$ cat config.mk
export PLATFORM = sky130hd
export DESIGN_NAME = down_counter_8bit
export DESIGN_NICKNAME = d
export VERILOG_FILES = /design/src/rtl/down_counter_8bit.sv
export SDC_FILE = /design/constraint.sdc
export NUM_CORES = 1
export LEC_CHECK = 0
export BUFFER_PORTS_ARGS = -buffer_cell sky130_fd_sc_hd__buf_2
export CORE_ASPECT_RATIO = 1.75
export CORE_MARGIN = 5
export CORE_UTILIZATION = 44
export CTS_CLUSTER_DIAMETER = 80
export DETAILED_ROUTE_END_ITERATION = 10
export GPL_TIMING_DRIVEN = 0
export HOLD_SLACK_MARGIN = 0.03
export PLACE_DENSITY = 0.67
export SLEW_MARGIN = 20
export SYNTH_ARGS = -nofsm -noshare
export SYNTH_HDL_FRONTEND = slang
export SYNTH_SLANG_ARGS = --single-unit
$ cat constraint.sdc
create_clock -name CLK -period 2.8 [get_ports CLK]
set_input_delay 0.28 -clock CLK [delete_from_list [all_inputs] [get_ports CLK]]
set_output_delay 0.28 -clock CLK [all_outputs]
set_load 0.02 [all_outputs]
$ cat src/rtl/down_counter_8bit.sv
// Presettable down counter with one-shot or auto-reload terminal behaviour.
// Emits a registered one-cycle borrow pulse when the count runs from 1 to its terminal value.
module down_counter_8bit #(
  parameter int WIDTH = 8
) (
  input  logic             CLK,
  input  logic             Rd,
  input  logic             Load,
  input  logic [WIDTH-1:0] D,
  input  logic             En,
  input  logic             Auto,
  output logic [WIDTH-1:0] Q,
  output logic             Bout,
  output logic             Busy,
  output logic             Done
);

  typedef enum logic [1:0] {
    IDLE = 2'd0,
    RUN  = 2'd1,
    DONE = 2'd2
  } state_t;

  state_t           state_q, state_d;
  logic [WIDTH-1:0] count_q, count_d;
  logic [WIDTH-1:0] reload_q, reload_d;
  logic             bout_q, bout_d;

  always_ff @(posedge CLK or negedge Rd) begin
    if (!Rd) begin
      state_q  <= IDLE;
      count_q  <= '0;
      reload_q <= '0;
      bout_q   <= 1'b0;
    end else begin
      state_q  <= state_d;
      count_q  <= count_d;
      reload_q <= reload_d;
      bout_q   <= bout_d;
    end
  end

  always_comb begin
    state_d  = state_q;
    count_d  = count_q;
    reload_d = reload_q;
    bout_d   = 1'b0;

    if (Load) begin
      count_d  = D;
      reload_d = D;
      state_d  = (D != '0) ? RUN : IDLE;
    end else begin
      case (state_q)
        RUN: begin
          // A zero count while running is treated as a corrupted state and parked in IDLE.
          if (count_q == '0) begin
            state_d = IDLE;
          end else if (En) begin
            if (count_q == WIDTH'(1)) begin
              bout_d = 1'b1;
              if (Auto) begin
                count_d = reload_q;
              end else begin
                count_d = '0;
                state_d = DONE;
              end
            end else begin
              count_d = count_q - WIDTH'(1);
            end
          end
        end
        IDLE, DONE: begin
          state_d = state_q;
        end
        default: begin
          state_d = IDLE;
        end
      endcase
    end
  end

  assign Q    = count_q;
  assign Bout = bout_q;
  assign Busy = (state_q == RUN);
  assign Done = (state_q == DONE);

endmodule

# [Word level (Yosys, flattened, before mapping)]
# Index checks and enable logic that the tools add are counted.
[word_totals] register_bits=19 inputBits=13 out_inout_bits=11 word_cells=39
[classes] addsub=1 n_eq_ne=8 mux=18 n_reduce_logical=8
[ops] cell="2-to-1 mux 8 bit" count=6
[ops] cell="2-to-1 mux 2 bit" count=5
[ops] cell="== test 8 x 1 -> 1 bit, second input constant" count=1
[ops] cell="zero test 8 bit" count=1
[ops] cell="inequality test 4 x 3 -> 1 bit, second input constant" count=2
[ops] cell="nonzero test 8 bit" count=1
[ops] cell="subtractor 8 x 1 -> 8 bit, second input constant" count=1
[ops] cell="2-to-1 mux 1 bit" count=6
[ops] cell="inequality test 2 bit, second input constant" count=2
[ops] cell="inequality test 4 x 2 -> 1 bit, second input constant" count=1
[ops] cell="one-hot mux 2 bit (2 select lines)" count=1
[ops] cell="AND reduction 4 bit" count=1
[ops] cell="nonzero test 2 bit" count=2
[ops] cell="AND reduction 3 bit" count=1
[ops] cell="== test 2 x 1 -> 1 bit, second input constant" count=1
[ops] cell="== test 2 bit, second input constant" count=1
[ops] cell="zero test 2 bit" count=1
[ops] cell="OR reduction 2 bit" count=1

# [Longest topological paths before layout]
# Gate-level depths: netlist (run 1).
[logic_depth] ltp_word=6 mapped_depth=7 ltp_nobuf=6

# [Worst setup path after synthesis (run 1)]
# No wires, ideal clock.
[synth_timing] path_type="register -> register" startpoint="reg count_q[1] (netlist: Q[1])" endpoint="reg count_q[2] (netlist: Q[2])" setup_ns=0.066 t_arrival_ns=2.027 t_required_ns=2.734 slack_ns=0.707 stages_incl_launch_ff=8 path_buffers=1 synth_period_minus_slack_ns=2.093 path_cell_list="dfrtp_1 > inv_1 > ha_1 > or3b_2 > clkbuf_1 > or4_1 > nand3_1 > a22o_1"
[synth_via] elab_chain_cells=6 elab_cells_between_ends=10 classes_between="add/sub (1); eq/ne (2); mux (5); reduce/logical (2)"
[synth_rtl] element="from (decl)" line_no="25" source="logic [WIDTH-1:0] count_q, count_d;"
[synth_rtl] element="from (signal assigned)" line_no="37" source="count_q <= count_d;"
[synth_rtl] element="subtractor 8 x 1 -> 8 bit or == test 8 x 1 -> 1 bit (tied branches)" line_no="69, 60"
[synth_rtl] element="2-to-1 mux 8 bit" line_no="60" source="if (count_q == WIDTH'(1)) begin"
[synth_rtl] element="2-to-1 mux 8 bit" line_no="59" source="end else if (En) begin"
[synth_rtl] element="2-to-1 mux 8 bit" line_no="57" source="if (count_q == '0) begin"
[synth_rtl] element="2-to-1 mux 8 bit" line_no="54" source="case (state_q)"
[synth_rtl] element="2-to-1 mux 8 bit" line_no="49" source="if (Load) begin"
# Several ways; a longest one is shown, not always the timed one. The select of a mux whose other input is x is not followed.
# A chain may end at the register's enable or synchronous reset.

# [Final worst setup path (run 1)]
[layout_timing] startpoint="reg count_q[1] (netlist: Q[1])" endpoint="reg count_q[7] (netlist: Q[7])"
# Same word-level chain as after synthesis.

==> flow_metrics.py, run 1 <==
metrics = {
    "yosys": {
        "synth.cell_area_sq_um": 1130,
        "synth.area.top_cells": "dfrtp_1, mux2_2, nand2_1",
        "yosys_warnings": 0,
        "synth.net_count": 139,
        "syn_avg_cell_area_sq_um": 9.19,
        "ys.flop_type": "dfrtp_1",
        "synth-seq-cells": 19,
        "synth_top_area_frac": 0.421,
        "synth_top_area_cell": "dfrtp_1",
        "synthCells": 123,
        "synth_seq_area_share": 0.421,
        "synth.most_common_cell": "dfrtp_1",
        "netlist_top_cells_count": "dfrtp_1, nand2_1, inv_1, nor2_1",
        "synth-edff-count": 0,
        "ys_types": 42,
        "postSynth.asyncResetShare": 1.00,
    },
    "placed_design": {
        "portBuffers": 23,
        "gp_congestion": 0.914,
        "hpwl_mm": 2.28,
    },
    "critical_path": {
        "critPathMaxStageDelay_ps": 450,
        "critPathSlowestCell": "or3b_2",
        "startpoint": "Q[1]",
        "r2r_slack_ps": 590,
        "rr_startpoint": "Q[1]",
        "r2r-end": "Q[7]",
        "crit_buf_inv": 2,
        "crit_chain": "inv_1 > ha_1 > or3b_2 > clkbuf_1 > nor3_2 > a221o_1 > a22o_1",
        "criticalPathCategory": "flip-flop to flip-flop",
        "crit_arrival_ps": 2400,
        "worstSetupStartpointType": "flip-flop",
        "crit_fanout": 7,
        "cp-end-kind": "flip-flop",
        "cp.required_ps": 2990,
        "cp_top_family": "simple AND/OR/NAND/NOR gates",
        "ff2ff_path_depth": 7,
    },
    "detailed_routing": {
        "dr.pass1.iters": 4,
        "wl_per_cell_um": 16.8,
        "drt-total-wl_mm": 2.97,
        "vias": 1081,
        "postRouteAntennaNets": 0,
        "vias_per_cell": 6.11,
        "first_iter_violations": 72,
        "post-route-drc-count": 0,
    },
    "flow_run": {
        "maxCapViolCount": 0,
    },
    "grt": {
        "antenna_found_initial": 0,
        "grt.busiest_layer": "met2",
        "grt_pass1_wl_mm": 5.11,
        "grt_util_met2": 0.291,
        "globalRouteOverflowTotal": 0,
        "grt_max_degree": 20,
        "use_met3": 0.0213,
        "grt.total_usage": 0.167,
        "grt_use_met1": 0.194,
        "grt_pass1_vias": 1114,
    },
    "clock_network": {
        "clockBufferDepth": 2,
        "clk_root_buffer_cell": "clkbuf_8",
        "clock_latency_ps": 250,
        "cts_made_buffers": 3,
        "clk_pin_slew_ps": 70,
        "cts_tree": "done",
        "h-tree-depth": 1,
        "cts_sinks": 19,
    },
    "floorplan": {
        "ios": 24,
        "dieHeight_um": 77.0,
        "coreArea_sq_um": 2490,
        "die_area_sq_um": 3720,
        "start_util": 0.453,
        "fp.dieW_um": 48.3,
        "rows": 24,
    },
    "final_layout": {
        "finalNetCount": 168,
        "syn_to_final_growth_pct": 17.9,
        "drive_gt1_frac": 0.238,
        "final_core_util": 0.535,
        "n_antenna_cell": 0,
    },
    "sta": {
        "period_share": 0.790,
        "worst_pin_slew_ps": 641,
        "timing.fmax_mhz": 452,
        "maxSlewHeadroom": 0.569,
        "finalSetupViolations": 0,
        "period_minus_slack_ps": 2210,
        "hold_viol": 0,
        "rsz0062_at_grt": "false",
        "holdWs_ps": 282,
        "drv_slew": 0,
        "clock_skew_ps": 2.68,
        "fin_tns_setup_ps": 0,
    },
    "worst_hold_path": {
        "whs_endpoint": "reload_q[6]",
        "hold-path-cell-count": 3,
        "hold_path_class": "input port to flip-flop",
        "worstHoldStart": "D[6]",
    },
    "power": {
        "leakage_nw": 0.607,
        "p_per_area_nw_per_um2": 589,
        "ir_drop_uv": 319,
    },
    "outcome": {
        "status": "finished, final reports clean",
    },
}
[how the worst max path moves through the flow]
| stage | cells after the start | slack, ps | end |
|---|---|---|---|
| after floorplan | 7 | 710 | Q[2] |
| after global placement | 7 | 650 | Q[7] |
| after detailed placement | 7 | 620 | Q[7] |
| after CTS | 7 | 600 | Q[7] |
| after global routing | 7 | 460 | Q[7] |
| final | 7 | 590 | Q[7] |
[state kept, by name (all words and copies together), names as in the netlist]
register  count
Q             8
reload_q      8
state_q       2
Bout          1
[through the flow]
step | std cells | area, sq um | setup slack (ps) | total power, mW
after floorplan | 123 | 1130 | 707 | 0.515
after global placement | 172 | 1280 | 651 | 0.595
after detailed placement | 172 | 1280 | 617 | 0.600
after CTS | 177 | 1330 | 601 | 0.791
after global routing | 177 | 1330 | 462 | 0.836
final | 177 | 1330 | 589 | 0.785
[layout make-up]
cell class / instances / area [sq um]
fillers: 239 / 1160
clock buffers: 4 / 45.0
repair buffers: 24 / 125
multi-input cells: 89 / 597
well taps: 26 / 32.5
plain buffers: 5 / 20.0
flip-flops and latches: 19 / 475
inverters: 10 / 37.5
[timing repair]
| item | CTS | global route |
|---|---|---|
| hold endpoints to repair | 19 | 0 |
| hold buffers | 1 | 0 |
| setup buffers | 0 | 0 |
| resized for setup | 0 | 0 |
[cells in the final DEF (no fill, tap or decap), types with 4 or more instances in the layout]
master	count
buf_2	24
dfrtp_1	19
nand2_1	12
inv_1	9
nor2_1	8
clkbuf_1	5
nor4_1	4
o21ai_0	4
mux2_2	4
a21oi_1	4
or4_1	4
[tightest hold or removal path, cell delays in order]
cell,delay (ps)
buf_2,90
nand2_1,60
o21ai_0,60
[power by group]
group          internal [mW]  leakage (nW)  switching (mW)
Clock                  0.101        0.0228          0.0862
Combinational         0.0977         0.352           0.147
Sequential             0.307         0.232          0.0461
[layer usage]
layer / vias to the layer above / wire length, um
met2: 24 / 1610
met4: 0 / 75
met3: 10 / 98
li1: 514 / -
met1: 533 / 1180
met5: - / 0
[cells by family after synthesis]
family / count (synthesis) / share of synthesized area
multiplexers: 4 / 0.0399
AND/OR/NAND/NOR: 46 / 0.223
flip-flops: 19 / 0.421
AO/OA/AOI/OAI: 36 / 0.233
adder cells (fa/ha/maj): 3 / 0.0332
buffers and inverters: 15 / 0.0509
Power figures use the tool's default switching activity.
==> run 2: changes to the inputs <==
--- a/config.mk
+++ b/config.mk
@@ -5,6 +5,7 @@
 export SDC_FILE = /design/constraint.sdc
 export NUM_CORES = 1
 export LEC_CHECK = 0
+export ABC_AREA = 1
 export BUFFER_PORTS_ARGS = -buffer_cell sky130_fd_sc_hd__buf_2
 export CORE_ASPECT_RATIO = 1.75
 export CORE_MARGIN = 5
@@ -13,7 +14,7 @@
 export DETAILED_ROUTE_END_ITERATION = 10
 export GPL_TIMING_DRIVEN = 0
 export HOLD_SLACK_MARGIN = 0.03
-export PLACE_DENSITY = 0.67
+export PLACE_DENSITY = 0.69
 export SLEW_MARGIN = 20
 export SYNTH_ARGS = -nofsm -noshare
 export SYNTH_HDL_FRONTEND = slang
==> constraint.sdc (replaced) <==
create_clock -name CLK -period 1.9 [get_ports CLK]
set_input_delay 0.19 -clock CLK [delete_from_list [all_inputs] [get_ports CLK]]
set_output_delay 0.19 -clock CLK [all_outputs]
set_load 0.02 [all_outputs]
==> run 2 against run 1 <==
Clock skew grew 3.2 ps. Fmax up 40%. Hold slack worse by 100 ps. Routed wire length fell by 11%.
==> flow_metrics.py, run 2 <==
metrics = {
    "outcome": {
        "status": "finished, final reports clean",
    },
    "final_layout": {
        "drive_gt1_frac": 0.166,
        "n_antenna_cell": 0,
        "finalNetCount": 210,
        "most-common-layout-cells": "nand2_1, buf_2, dfrtp_1, inv_1",
        "layoutNonFillerInstCount": 219,
        "final_common_cell": "nand2_1",
        "syn_to_final_growth_pct": 16.6,
    },
    "placed_design": {
        "hpwl_mm": 2.13,
        "gp_congestion": 0.856,
        "dp.cells": 214,
        "portBuffers": 21,
    },
    "detailed_routing": {
        "vias": 1132,
        "drt-total-wl_mm": 2.65,
        "vias_per_cell": 5.17,
        "first_iter_violations": 20,
        "post-route-drc-count": 0,
        "dr.pass1.iters": 4,
        "postRouteAntennaNets": 0,
        "wl_per_cell_um": 12.1,
    },
    "power": {
        "leakage_nw": 0.751,
        "p_per_area_nw_per_um2": 847,
        "ir_drop_uv": 517,
    },
    "yosys": {
        "ys_types": 20,
        "synth-seq-cells": 19,
        "syn_avg_cell_area_sq_um": 6.94,
        "yosys_warnings": 0,
        "synth-edff-count": 0,
        "synth_top_area_frac": 0.410,
        "synthCells": 167,
        "postSynth.asyncResetShare": 1.00,
        "synth.net_count": 183,
        "ys.flop_type": "dfrtp_1",
        "netlist_top_cells_count": "nand2_1, dfrtp_1, inv_1, nand3_1, nor2_1",
        "synth.most_common_cell": "nand2_1",
        "synth_top_area_cell": "dfrtp_1",
        "synth.cell_area_sq_um": 1160,
        "synth_seq_area_share": 0.410,
        "synth.area.top_cells": "dfrtp_1, nand2_1, nand3_1",
    },
    "floorplan": {
        "die_area_sq_um": 3800,
        "fp.dieW_um": 48.8,
        "ios": 24,
        "start_util": 0.459,
        "coreArea_sq_um": 2520,
        "rows": 24,
        "dieHeight_um": 77.9,
    },
    "clock_network": {
        "clockBufferDepth": 2,
        "h-tree-depth": 1,
        "cts-resized-gates": 0,
        "cts_sinks": 19,
        "cts_made_buffers": 3,
        "cts_setup_buffers": 0,
        "clock_latency_ps": 260,
        "clk_root_buffer_cell": "clkbuf_8",
        "cts_hold_buf": 1,
        "clk_pin_slew_ps": 70,
        "cts_tree": "done",
    },
    "sta": {
        "maxSlewHeadroom": 0.704,
        "drv_slew": 0,
        "holdWs_ps": 180,
        "period_share": 0.832,
        "worst_pin_slew_ps": 444,
        "fin_tns_setup_ps": 0,
        "clock_skew_ps": 5.86,
        "period_minus_slack_ps": 1580,
        "timing.fmax_mhz": 632,
        "rsz0062_at_grt": "false",
        "finalSetupViolations": 0,
        "hold_viol": 0,
    },
    "grt": {
        "grt_max_degree": 20,
        "use_met3": 0.0230,
        "grt_util_met2": 0.285,
        "grt.busiest_layer": "met2",
        "antenna_found_initial": 0,
        "grt_pass1_wl_mm": 4.77,
        "grt_use_met1": 0.166,
        "grt_pass1_vias": 1141,
        "globalRouteOverflowTotal": 0,
        "grt.total_usage": 0.155,
    },
    "critical_path": {
        "cp.required_ps": 2040,
        "rr_startpoint": "Q[0]",
        "cp-end-kind": "flip-flop",
        "criticalPathCategory": "flip-flop to flip-flop",
        "worstSetupStartpointType": "flip-flop",
        "startpoint": "Q[0]",
        "crit_fanout": 7,
        "crit_arrival_ps": 1720,
    },
    "worst_hold_path": {
        "hold_path_class": "input port to flip-flop",
        "worstHoldStart": "D[2]",
    },
    "flow_run": {
        "maxCapViolCount": 0,
    },
}
run 2: kinds of logic (layout without fill, tap and decap cells):
logic type,after synthesis,in the layout,synth area share
flops,19,19,0.410
compound gates,10,10,0.0454
fa+ha+maj,3,3,0.0324
simple gates,108,108,0.404
xor+xnor,2,2,0.0151
buf+inv,25,51,0.0929
run 2: worst paths after layout:
path / cells after the start / slack (ps) / end
worst min register to register: 2 / 470 / reload_q[2]
min in group asynchronous: 2 / 400 / Bout
worst max-delay path: 9 / 320 / Q[7]
worst max register to register: 9 / 320 / Q[7]
worst min-delay path: 3 / 180 / reload_q[2]
max in group asynchronous: 2 / 1180 / Q[0]
run 2: worst max-delay path, cell delays in order (launching register included):
cell and delay (ps):
dfrtp_1 410, inv_1 130, ha_1 160, inv_1 40, nor2_1 180, nand2_1 110
nand3_1 80, nand2_1 170, nor2_1 140, a21oi_1 50
run 2: layer usage:
| layer | wire length [um] | share of wire |
|---|---|---|
| met1 | 1050 | 0.40 |
| met3 | 131 | 0.049 |
| met5 | 0 | 0 |
| met2 | 1400 | 0.53 |
| met4 | 68 | 0.026 |
run 2: metrics by stage:
step | utilization | cell area (sq um) | power (mW) | setup WS, ps
detailed placement | 0.514 | 1300 | 0.871 | 315
global placement | 0.514 | 1300 | 0.864 | 346
global route | 0.536 | 1350 | 1.23 | 174
CTS | 0.536 | 1350 | 1.16 | 306
floorplan | - | 1160 | 0.759 | 497
finish | 0.536 | 1350 | 1.14 | 319
run 2: layout make-up:
cell class | count | area (sq um)
Buffer | 5 | 32.5
Clock buffer | 4 | 45.0
Fill cell | 269 | 1170
Inverter | 20 | 75.1
Multi-Input combinational cell | 123 | 576
Sequential cell | 19 | 475
Tap cell | 26 | 32.5
Timing Repair Buffer | 22 | 115
run 2: power breakdown:
group	internal (mW)	leakage (nW)	total, mW	switching [mW]
Combinational	0.125	0.497	0.355	0.230
Clock	0.149	0.0228	0.282	0.133
Sequential	0.454	0.231	0.507	0.0530
Total	0.729	0.751	1.14	0.416
